`config.mk`:
```
export PLATFORM = sky130hd
export DESIGN_NAME = disp_demux
export DESIGN_NICKNAME = d
export VERILOG_FILES = /design/src/rtl/disp_demux.sv
export SDC_FILE = /design/constraint.sdc
export NUM_CORES = 1
export LEC_CHECK = 0
export ABC_AREA = 1
export BUFFER_PORTS_ARGS = -buffer_cell sky130_fd_sc_hd__clkbuf_2
export CORE_ASPECT_RATIO = 0.6
export CORE_MARGIN = 2
export CORE_UTILIZATION = 45
export CTS_BUF_LIST = sky130_fd_sc_hd__clkbuf_2 sky130_fd_sc_hd__clkbuf_4 sky130_fd_sc_hd__clkbuf_8
export DETAILED_ROUTE_END_ITERATION = 10
export GPL_ROUTABILITY_DRIVEN = 1
export PLACE_DENSITY_LB_ADDON = 0.2
export SLEW_MARGIN = 20
export SYNTH_ARGS = -nofsm -noshare
export SYNTH_HDL_FRONTEND = slang
export SYNTH_SLANG_ARGS = --single-unit
```
`constraint.sdc`:
```
create_clock -name clk -period 1.87 [get_ports clk]
set_input_delay 0.4675 -clock clk [delete_from_list [all_inputs] [get_ports clk]]
set_output_delay 0.4675 -clock clk [all_outputs]
set_load 0.02 [all_outputs]
```
`src/rtl/disp_demux.sv`:
```
// Receive side of the 4-digit display multiplexer: samples the anode/segment
// bus, rebuilds the four digit patterns, flags finished frames and bad anodes.
module disp_demux #(
    parameter int SETTLE = 1,
    parameter int CW     = 4
) (
    input  logic       clk,
    input  logic       reset,
    input  logic [3:0] an,
    input  logic [7:0] sseg,
    output logic [7:0] out3,
    output logic [7:0] out2,
    output logic [7:0] out1,
    output logic [7:0] out0,
    output logic [3:0] valid,
    output logic [1:0] cur_digit,
    output logic       frame_done,
    output logic       err
);

    localparam logic [CW-1:0] HOLD_CAP = CW'(SETTLE);
    localparam logic [CW-1:0] HOLD_MAX = CW'(SETTLE + 1);

    logic [3:0]    an_q;
    logic [7:0]    sseg_q;
    logic [CW-1:0] hcnt_q, hcnt_d;
    logic [3:0]    seen_q, seen_d;
    logic [7:0]    out_q [4];
    logic [7:0]    out_d [4];
    logic [3:0]    valid_q, valid_d;
    logic [1:0]    cur_q, cur_d;
    logic          fd_q, fd_d;
    logic          err_q, err_d;

    logic          legal, blank, illegal, capture;
    logic [1:0]    k;
    logic [3:0]    seen_set;

    // Decode the registered anode code: one zero bit selects digit k.
    always_comb begin
        legal = 1'b1;
        blank = 1'b0;
        k     = 2'd0;
        case (an_q)
            4'b1110: k = 2'd0;
            4'b1101: k = 2'd1;
            4'b1011: k = 2'd2;
            4'b0111: k = 2'd3;
            4'b1111: begin
                legal = 1'b0;
                blank = 1'b1;
            end
            default: legal = 1'b0;
        endcase
    end

    assign illegal  = !legal && !blank;
    assign capture  = legal && (hcnt_q == HOLD_CAP);
    assign seen_set = seen_q | (4'b0001 << k);

    // Saturating at SETTLE+1 keeps the capture to a single edge per hold.
    always_comb begin
        if (an != an_q) begin
            hcnt_d = CW'(1);
        end else if (hcnt_q == HOLD_MAX) begin
            hcnt_d = hcnt_q;
        end else begin
            hcnt_d = hcnt_q + CW'(1);
        end
    end

    always_comb begin
        out_d   = out_q;
        valid_d = valid_q;
        cur_d   = cur_q;
        seen_d  = seen_q;
        fd_d    = 1'b0;
        err_d   = err_q;
        if (illegal) begin
            err_d  = 1'b1;
            seen_d = 4'b0000;
        end else if (capture) begin
            out_d[k]   = sseg_q;
            valid_d[k] = 1'b1;
            cur_d      = k;
            if (seen_set == 4'b1111) begin
                fd_d   = 1'b1;
                seen_d = 4'b0000;
            end else begin
                seen_d = seen_set;
            end
        end
    end

    always_ff @(posedge clk) begin
        if (!reset) begin
            an_q     <= 4'b1111;
            sseg_q   <= 8'hFF;
            hcnt_q   <= '0;
            seen_q   <= 4'b0000;
            out_q[0] <= 8'hFF;
            out_q[1] <= 8'hFF;
            out_q[2] <= 8'hFF;
            out_q[3] <= 8'hFF;
            valid_q  <= 4'b0000;
            cur_q    <= 2'd0;
            fd_q     <= 1'b0;
            err_q    <= 1'b0;
        end else begin
            an_q     <= an;
            sseg_q   <= sseg;
            hcnt_q   <= hcnt_d;
            seen_q   <= seen_d;
            out_q    <= out_d;
            valid_q  <= valid_d;
            cur_q    <= cur_d;
            fd_q     <= fd_d;
            err_q    <= err_d;
        end
    end

    assign out0       = out_q[0];
    assign out1       = out_q[1];
    assign out2       = out_q[2];
    assign out3       = out_q[3];
    assign valid      = valid_q;
    assign cur_digit  = cur_q;
    assign frame_done = fd_q;
    assign err        = err_q;

endmodule

```
==> impl_metrics.ini, run 1 <==
[placement]
place_congestion = 0.844
numPortBuffers = 53
dp_hpwl_mm = 3.68

[run_status]
status = complete, no violations

[yosys]
ys_seq_area_frac = 0.523
yosys-top-cells-area = dfxtp_1, nand3_1, nand2_1, or2_2, inv_1
synthFlopType = dfxtp_1
synthArstFlopShare = 0
ys_ff_latch = 60
synth_top_area_share = 0.523
synth_cells = 280
yosysTopAreaCell = dfxtp_1
synth_area_per_cell_sq_um = 8.20
synth_nets = 297
synth_edf_count = 0
synth_area_sq_um = 2300
ys.warnings.count = 0
synth.distinct_cells = 25

[critical_path]
startpoint_type = flip-flop
required_ns = 2.07
arrival_ns = 1.87
crit_type = flip-flop to flip-flop
end_kind = flip-flop
critical_path.max_fanout = 17

[drt]
drc_errors = 0
routed_via_density = 4.70
drtAntennaViolNets = 0
drt_iter0_drc = 152
drt-wirelength-per-cell_um = 12.7
drtPass1Iterations = 4
via_count = 1922
wl_mm = 5.19

[floorplanning]
core_area_sq_um = 4980
io_pins = 54
dieArea_sq_um = 5710
start_util = 0.461
die_y_um = 59.3
die_w_um = 96.2
row_count = 20

[sta]
clock.fmax_mhz = 600
rsz0062_at_grt = false
fin_crit_ns = 1.67
relSlewSlack = 0.715
setup-tns-final_ns = 0
maxSlewViolCount = 0
fin_crit_sh = 0.891
setup_viol = 0
timing_worst_slew_pin_value_ns = 0.427
finClkSkew_ns = 0.00460
final_hold_viol_count = 0

[layout]
final_nets = 356
fillerInstances = 478
multi_input_area_sq_um = 955
antenna_cells = 0
syn_to_final_growth_pct = 23.1
layout-drive-gt1-share = 0.294
seq_area_sq_um = 1200

[global_routing]
antenna_found_initial = 0
grt_pass1_vias = 1688
grt-ovfl-total = 0
grt_max_degree = 37
grt_pass1_wl_mm = 8.35
grt_usage = 0.202

[pwr]
power.density_nw_per_um2 = 1000
leakagePower_nw = 1.43
combPwrFrac = 0.107
p_sw_mw = 0.700
power_mw = 2.83
power.share.clock = 0.405
p_seq_frac = 0.488
internal_power_mw = 2.13
switching_share = 0.247
irDropWorstVdd_mv = 0.595

[worst_hold_path]
hold_path.class = input port to flip-flop

[clocking]
clk_latency_ns = 0.33
cts_hold_buf = 0
numCtsBuffers = 9
cts_htree_levels = 3
cts_resized = 0
post_cts_buffers = 0
cts_tree = done
clk_transition_reported_paths_ns = 0.06
clockRootBuffer = clkbuf_8
clk_path_buf_depth = 2
cts_sinks = 60

[flow_run]
drv_cap = 0
## worst paths after layout
| path | endpoint | depth (start not counted) | slack [ns] | from |
|---|---|---|---|---|
| setup reg to reg | out1[0] | 8 | 0.20 | hcnt_q[1] |
| hold reg to reg | valid[0] | 2 | 0.45 | valid[0] |
| hold / removal | sseg_q[2] | 2 | 0.32 | sseg[2] |
| setup / recovery | out1[0] | 8 | 0.20 | hcnt_q[1] |
## power by group through the flow
stage	Clock (mW)	Combinational [mW]	Sequential, mW
after floorplan	0	0.170	1.45
after global placement	0	0.296	1.41
after detailed placement	0	0.299	1.41
after CTS	1.17	0.300	1.38
after global routing	1.23	0.341	1.39
final	1.15	0.302	1.38
## layout make-up
| cell class | count | share of cell area |
|---|---|---|
| Timing Repair Buffer | 57 | 0.104 |
| Clock buffer | 13 | 0.0567 |
| Tap cell | 66 | 0.0292 |
| Inverter | 26 | 0.0345 |
| Multi-Input combinational cell | 185 | 0.338 |
| Clock inverter | 2 | 0.0124 |
| Sequential cell | 60 | 0.425 |
## cell usage in the layout (no fill, tap or decap), types with 2 or more instances in the layout
cell      synthesis  layout
a21oi_1           7       7
buf_4             0       4
clkbuf_2          0      53
clkbuf_4          0       3
clkbuf_8          0      10
dfxtp_1          60      60
ha_1              3       3
inv_1            21      21
inv_2             4       4
nand2_1          68      68
nand2_2           5       5
nand3_1          53      53
nand3_2           2       2
nor2_1           17      17
o21a_1            3       3
or2_2            13      13
xor2_1            6       6
## registers in the layout, summed over array words and instances, names as in the netlist
signal and flops:
sseg_q 8, seen_q 4, out3 8, valid 4
out1 8, out2 8, hcnt_q 4, err 1
frame_done 1, cur_digit 2, out0 8, an_q 4
## cell usage after synthesis (3+ instances only)
cell type / n
nand3_1: 53
a21oi_1: 7
nand2_1: 68
o21a_1: 3
xor2_1: 6
ha_1: 3
clkbuf_1: 5
inv_2: 4
nand2_2: 5
nor2_1: 17
inv_1: 21
or2_2: 13
dfxtp_1: 60
## worst max-delay path: stages, from the launching register on
cell and delay [ns]:
dfxtp_1 0.34, inv_1 0.09, ha_1 0.18, nor3b_4 0.28, nand3_2 0.19, nand2_8 0.18, nand2_2 0.14, nand2_1 0.10
nand3_1 0.06
## through the flow
stage,utilization,cells,hold WS [ns],worst slack (ns),cell area [sq um]
2_1_floorplan,-,280,0.437,0.446,2300
3_3_place_gp,0.527,394,0.435,0.271,2620
3_5_place_dp,0.527,394,0.439,0.202,2620
4_1_cts,0.566,409,0.309,0.197,2820
5_1_grt,0.568,409,0.306,0.00202,2830
6_report,0.568,409,0.319,0.204,2830
## metal layers
| metal | wire length (um) | vias to the layer above | global-route usage |
|---|---|---|---|
| met1 | 2710 | 835 | 0.301 |
| met4 | 69 | 0 | 0.0755 |
| li1 | - | 1012 | - |
| met2 | 1920 | 69 | 0.256 |
| met5 | 0 | - | 0 |
| met3 | 497 | 6 | 0.0827 |
## logic make-up after synthesis
kind of cell,synth area share
AO/OA/AOI/OAI,0.0360
XOR/XNOR,0.0229
adder cells (fa/ha/maj),0.0164
buffers and inverters,0.0648
flip-flops,0.523
AND/OR/NAND/NOR,0.337
No activity file was read; power rests on OpenSTA's default activity.
==> inputs of run 2 (changes only) <==
Clock period 1.87 ns to 1.8 ns, I/O delays scaled along.
==> impl_metrics.ini, run 2 (synthesis results as in run 1) <==
[pwr]
leakagePower_nw = 1.42
power_mw = 2.84
irDropWorstVdd_mv = 0.458
power.density_nw_per_um2 = 1000

[global_routing]
antenna_found_initial = 0
grt-ovfl-total = 0
grt_max_degree = 37
grt_usage = 0.199
grt_pass1_vias = 1654
grt_pass1_wl_mm = 8.32

[critical_path]
end_kind = flip-flop
required_ns = 2.08
worst_path_largest_cell_delay_ns = 0.33
critical_path.max_fanout = 10
crit_start = hcnt_q[1]
critPathBufInv = 2
startpoint_type = flip-flop
path_delay_family = simple AND/OR/NAND/NOR gates
crit_type = flip-flop to flip-flop
slowest_stage = dfxtp_1
arrival_ns = 1.95
r2r-start = hcnt_q[1]
cp_cell_sequence = inv_1 > ha_1 > nor3b_4 > nand4_2 > clkinv_1 > nand2_1 > nand3_1

[sta]
final_hold_viol_count = 0
hold_ws_ns = 0.290
rsz0062_at_grt = true
maxSlewViolCount = 0
fin_crit_sh = 0.925
setup_viol = 0
relSlewSlack = 0.780
clock.fmax_mhz = 601
fin_crit_ns = 1.66
finClkSkew_ns = 0.0100
timing_worst_slew_pin_value_ns = 0.329

[floorplanning]
start_util = 0.461
die_w_um = 96.2
row_count = 20
die_y_um = 59.3
dieArea_sq_um = 5710
core_area_sq_um = 4980
io_pins = 54

[drt]
drtPass1Iterations = 4
via_count = 1930
drt-wirelength-per-cell_um = 12.5
drt_iter0_drc = 113
drtAntennaViolNets = 0
wl_mm = 5.12
routed_via_density = 4.71
drc_errors = 0

[clocking]
clk_transition_reported_paths_ns = 0.07
cts_htree_levels = 3
clk_path_buf_depth = 2
cts_tree = done
clockRootBuffer = clkbuf_8
cts_hold_buf = 0
cts_resized = 0
post_cts_buffers = 0
numCtsBuffers = 9
cts_sinks = 60
clk_latency_ns = 0.34

[layout]
post-route-util = 0.569
finalNonFillerCells = 410
final_nets = 356
final_common_cell = nand2_1
antenna_cells = 0
layout-drive-gt1-share = 0.297
final_cell_mix = nand2_1, dfxtp_1, nand3_1, clkbuf_2, inv_1
fillerInstances = 482
syn_to_final_growth_pct = 23.4

[run_status]
status = complete, no violations

[placement]
numPortBuffers = 53
dp_hpwl_mm = 3.77
place_inst = 394
place_congestion = 0.864

[worst_hold_path]
hold_path.class = input port to flip-flop
hp-start = sseg[4]

[flow_run]
drv_cap = 0
[run 2: area by class of cell]
| type | instances | area [sq um] | area share |
|---|---|---|---|
| clock buffer | 12 | 153 | 0.0539 |
| clock inverter | 4 | 25.0 | 0.00883 |
| inverter | 26 | 97.6 | 0.0344 |
| multi-input combinational | 185 | 967 | 0.341 |
| sequential | 60 | 1200 | 0.424 |
| tap | 66 | 82.6 | 0.0291 |
| timing repair buffer | 57 | 308 | 0.109 |
[run 2: through the flow]
| stage | TNS (ns) | setup slack (ns) | area [sq um] |
|---|---|---|---|
| finish | 0 | 0.135 | 2830 |
| global route | -0.0502 | -0.0139 | 2830 |
| CTS | 0 | 0.124 | 2810 |
| detailed placement | 0 | 0.130 | 2640 |
| global placement | 0 | 0.198 | 2640 |
| floorplan | 0 | 0.376 | 2300 |
[run 2: final timing paths]
kind | endpoint | slack [ns] | cells after the start
worst max register to register | out3[1] | 0.14 | 7
worst min-delay path | sseg_q[4] | 0.29 | 2
worst min register to register | err | 0.45 | 2
worst max-delay path | out3[1] | 0.14 | 7
[run 2: layer usage]
| layer | track usage | up-vias | share of wire | wire (um) |
|---|---|---|---|---|
| met5 | 0 | - | 0 | 0 |
| met2 | 0.238 | 54 | 0.36 | 1870 |
| met1 | 0.309 | 851 | 0.55 | 2810 |
| met3 | 0.0789 | 9 | 0.068 | 349 |
| met4 | 0.0735 | 0 | 0.018 | 92 |
| li1 | - | 1016 | - | - |
[run 2: worst reg2reg max path, stage by stage, from the launching register on]
cell	delay, ns
dfxtp_1	0.33
inv_1	0.08
ha_1	0.19
nor3b_4	0.31
nand4_2	0.29
clkinv_1	0.26
nand2_1	0.08
nand3_1	0.07
[run 2: where the power goes]
group          switching (mW)  internal, mW  total (mW)  leakage (nW)
Clock                   0.516         0.563        1.08        0.0892
Sequential             0.0480          1.39        1.44         0.492
Combinational           0.206         0.118       0.323         0.843
Total                   0.770          2.07        2.84          1.42
==> inputs of run 3 (changes only) <==
Settings changed: MAX_ROUTING_LAYER from default to met4.
==> impl_metrics.ini, run 3 (synthesis results as in run 1) <==
[run_status]
status = complete, no violations

[sta]
final_hold_viol_count = 0
maxSlewViolCount = 0
finClkSkew_ns = 0.0101
fin_crit_sh = 0.926
rsz0062_at_grt = true
fin_crit_ns = 1.67
clock.fmax_mhz = 600
timing_worst_slew_pin_value_ns = 0.324
relSlewSlack = 0.784
setup_viol = 0

[floorplanning]
start_util = 0.461
io_pins = 54
die_y_um = 59.3
die_w_um = 96.2
dieArea_sq_um = 5710
row_count = 20
core_area_sq_um = 4980

[pwr]
irDropWorstVdd_mv = 0.456
power_mw = 2.84
power.density_nw_per_um2 = 1000
switching_share = 0.271
internal_power_mw = 2.07
leakagePower_nw = 1.42
combPwrFrac = 0.114
p_sw_mw = 0.769
power.share.clock = 0.380
p_seq_frac = 0.506

[drt]
drt-wirelength-per-cell_um = 12.5
routed_via_density = 4.76
drc_errors = 0
wl_mm = 5.14
drtPass1Iterations = 5
via_count = 1952
drtAntennaViolNets = 0
drt_iter0_drc = 112

[placement]
place_congestion = 0.877
place_inst = 394
numPortBuffers = 53
dp_hpwl_mm = 3.77
place_area_sq_um = 2640

[layout]
final_cell_mix = nand2_1, dfxtp_1, nand3_1, clkbuf_2, inv_1
post-route-util = 0.569
fillerInstances = 482
postLayoutCellArea_sq_um = 2830
syn_to_final_growth_pct = 23.4
final_nets = 356
antenna_cells = 0
layout-drive-gt1-share = 0.297
final_common_cell = nand2_1
finalNonFillerCells = 410

[worst_hold_path]
hold_path.class = input port to flip-flop
hp-start = sseg[4]

[clocking]
cts_hold_buf = 0
numCtsBuffers = 9
clk_latency_ns = 0.34
clk_path_buf_depth = 2
clockRootBuffer = clkbuf_8
cts_tree = done
clk_transition_reported_paths_ns = 0.07
cts_sinks = 60
cts_htree_levels = 3

[global_routing]
grt-ovfl-total = 0
grt_usage = 0.204
grt_pass1_vias = 1662
grt_max_degree = 37
antenna_found_initial = 0
grt_pass1_wl_mm = 8.32

[critical_path]
required_ns = 2.08
crit_type = flip-flop to flip-flop
critical_path.max_fanout = 10
arrival_ns = 1.95
r2r-start = hcnt_q[0]
crit_start = hcnt_q[0]
end_kind = flip-flop
startpoint_type = flip-flop

[flow_run]
drv_cap = 0
run 3: worst max-delay path, stage by stage, from the launching register on:
cell and delay, ns:
dfxtp_1 0.40, ha_1 0.22, nor3b_4 0.31, nand4_2 0.29, clkinv_1 0.25, nand2_1 0.08, nand3_1 0.07
run 3: final cells by class:
class	instances	area [sq um]	area share
Clock inverter	4	25.0	0.00883
Tap cell	66	82.6	0.0291
Inverter	26	97.6	0.0344
Multi-Input combinational cell	185	967	0.341
Timing Repair Buffer	57	308	0.109
Clock buffer	12	153	0.0539
Sequential cell	60	1200	0.424
run 3: stage by stage:
stage / worst slack (ns) / setup TNS [ns] / hold slack, ns
floorplan: 0.376 / 0 / 0.437
global placement: 0.198 / 0 / 0.439
detailed placement: 0.130 / 0 / 0.447
CTS: 0.124 / 0 / 0.282
global route: -0.0138 / -0.0497 / 0.285
finish: 0.133 / 0 / 0.291
run 3: worst paths after layout:
path,end,slack [ns],cells after the start
worst min register to register,err,0.45,2
worst min-delay path,sseg_q[4],0.29,2
worst max-delay path,out3[1],0.13,6
worst max register to register,out3[1],0.13,6
run 3: timing repair:
action | in CTS | in global routing
buffers inserted | 0 | 0
resized for setup | 0 | 3
hold endpoints to repair | 0 | 0
setup endpoints to repair | 0 | 10
run 3: layer usage:
metal	track usage	wire length [um]	vias up
li1	-	-	1016
met1	0.310	2750	863
met2	0.239	1910	65
met3	0.0687	412	8
met4	0.0796	63	0
met5	-	0	-
run 3: power groups by stage:
stage / logic [mW] / registers, mW / clock network (mW)
6_report: 0.323 / 1.44 / 1.08
5_1_grt: 0.365 / 1.44 / 1.16
4_1_cts: 0.316 / 1.44 / 1.10
3_5_place_dp: 0.315 / 1.47 / 0
3_3_place_gp: 0.311 / 1.46 / 0
2_1_floorplan: 0.176 / 1.50 / 0
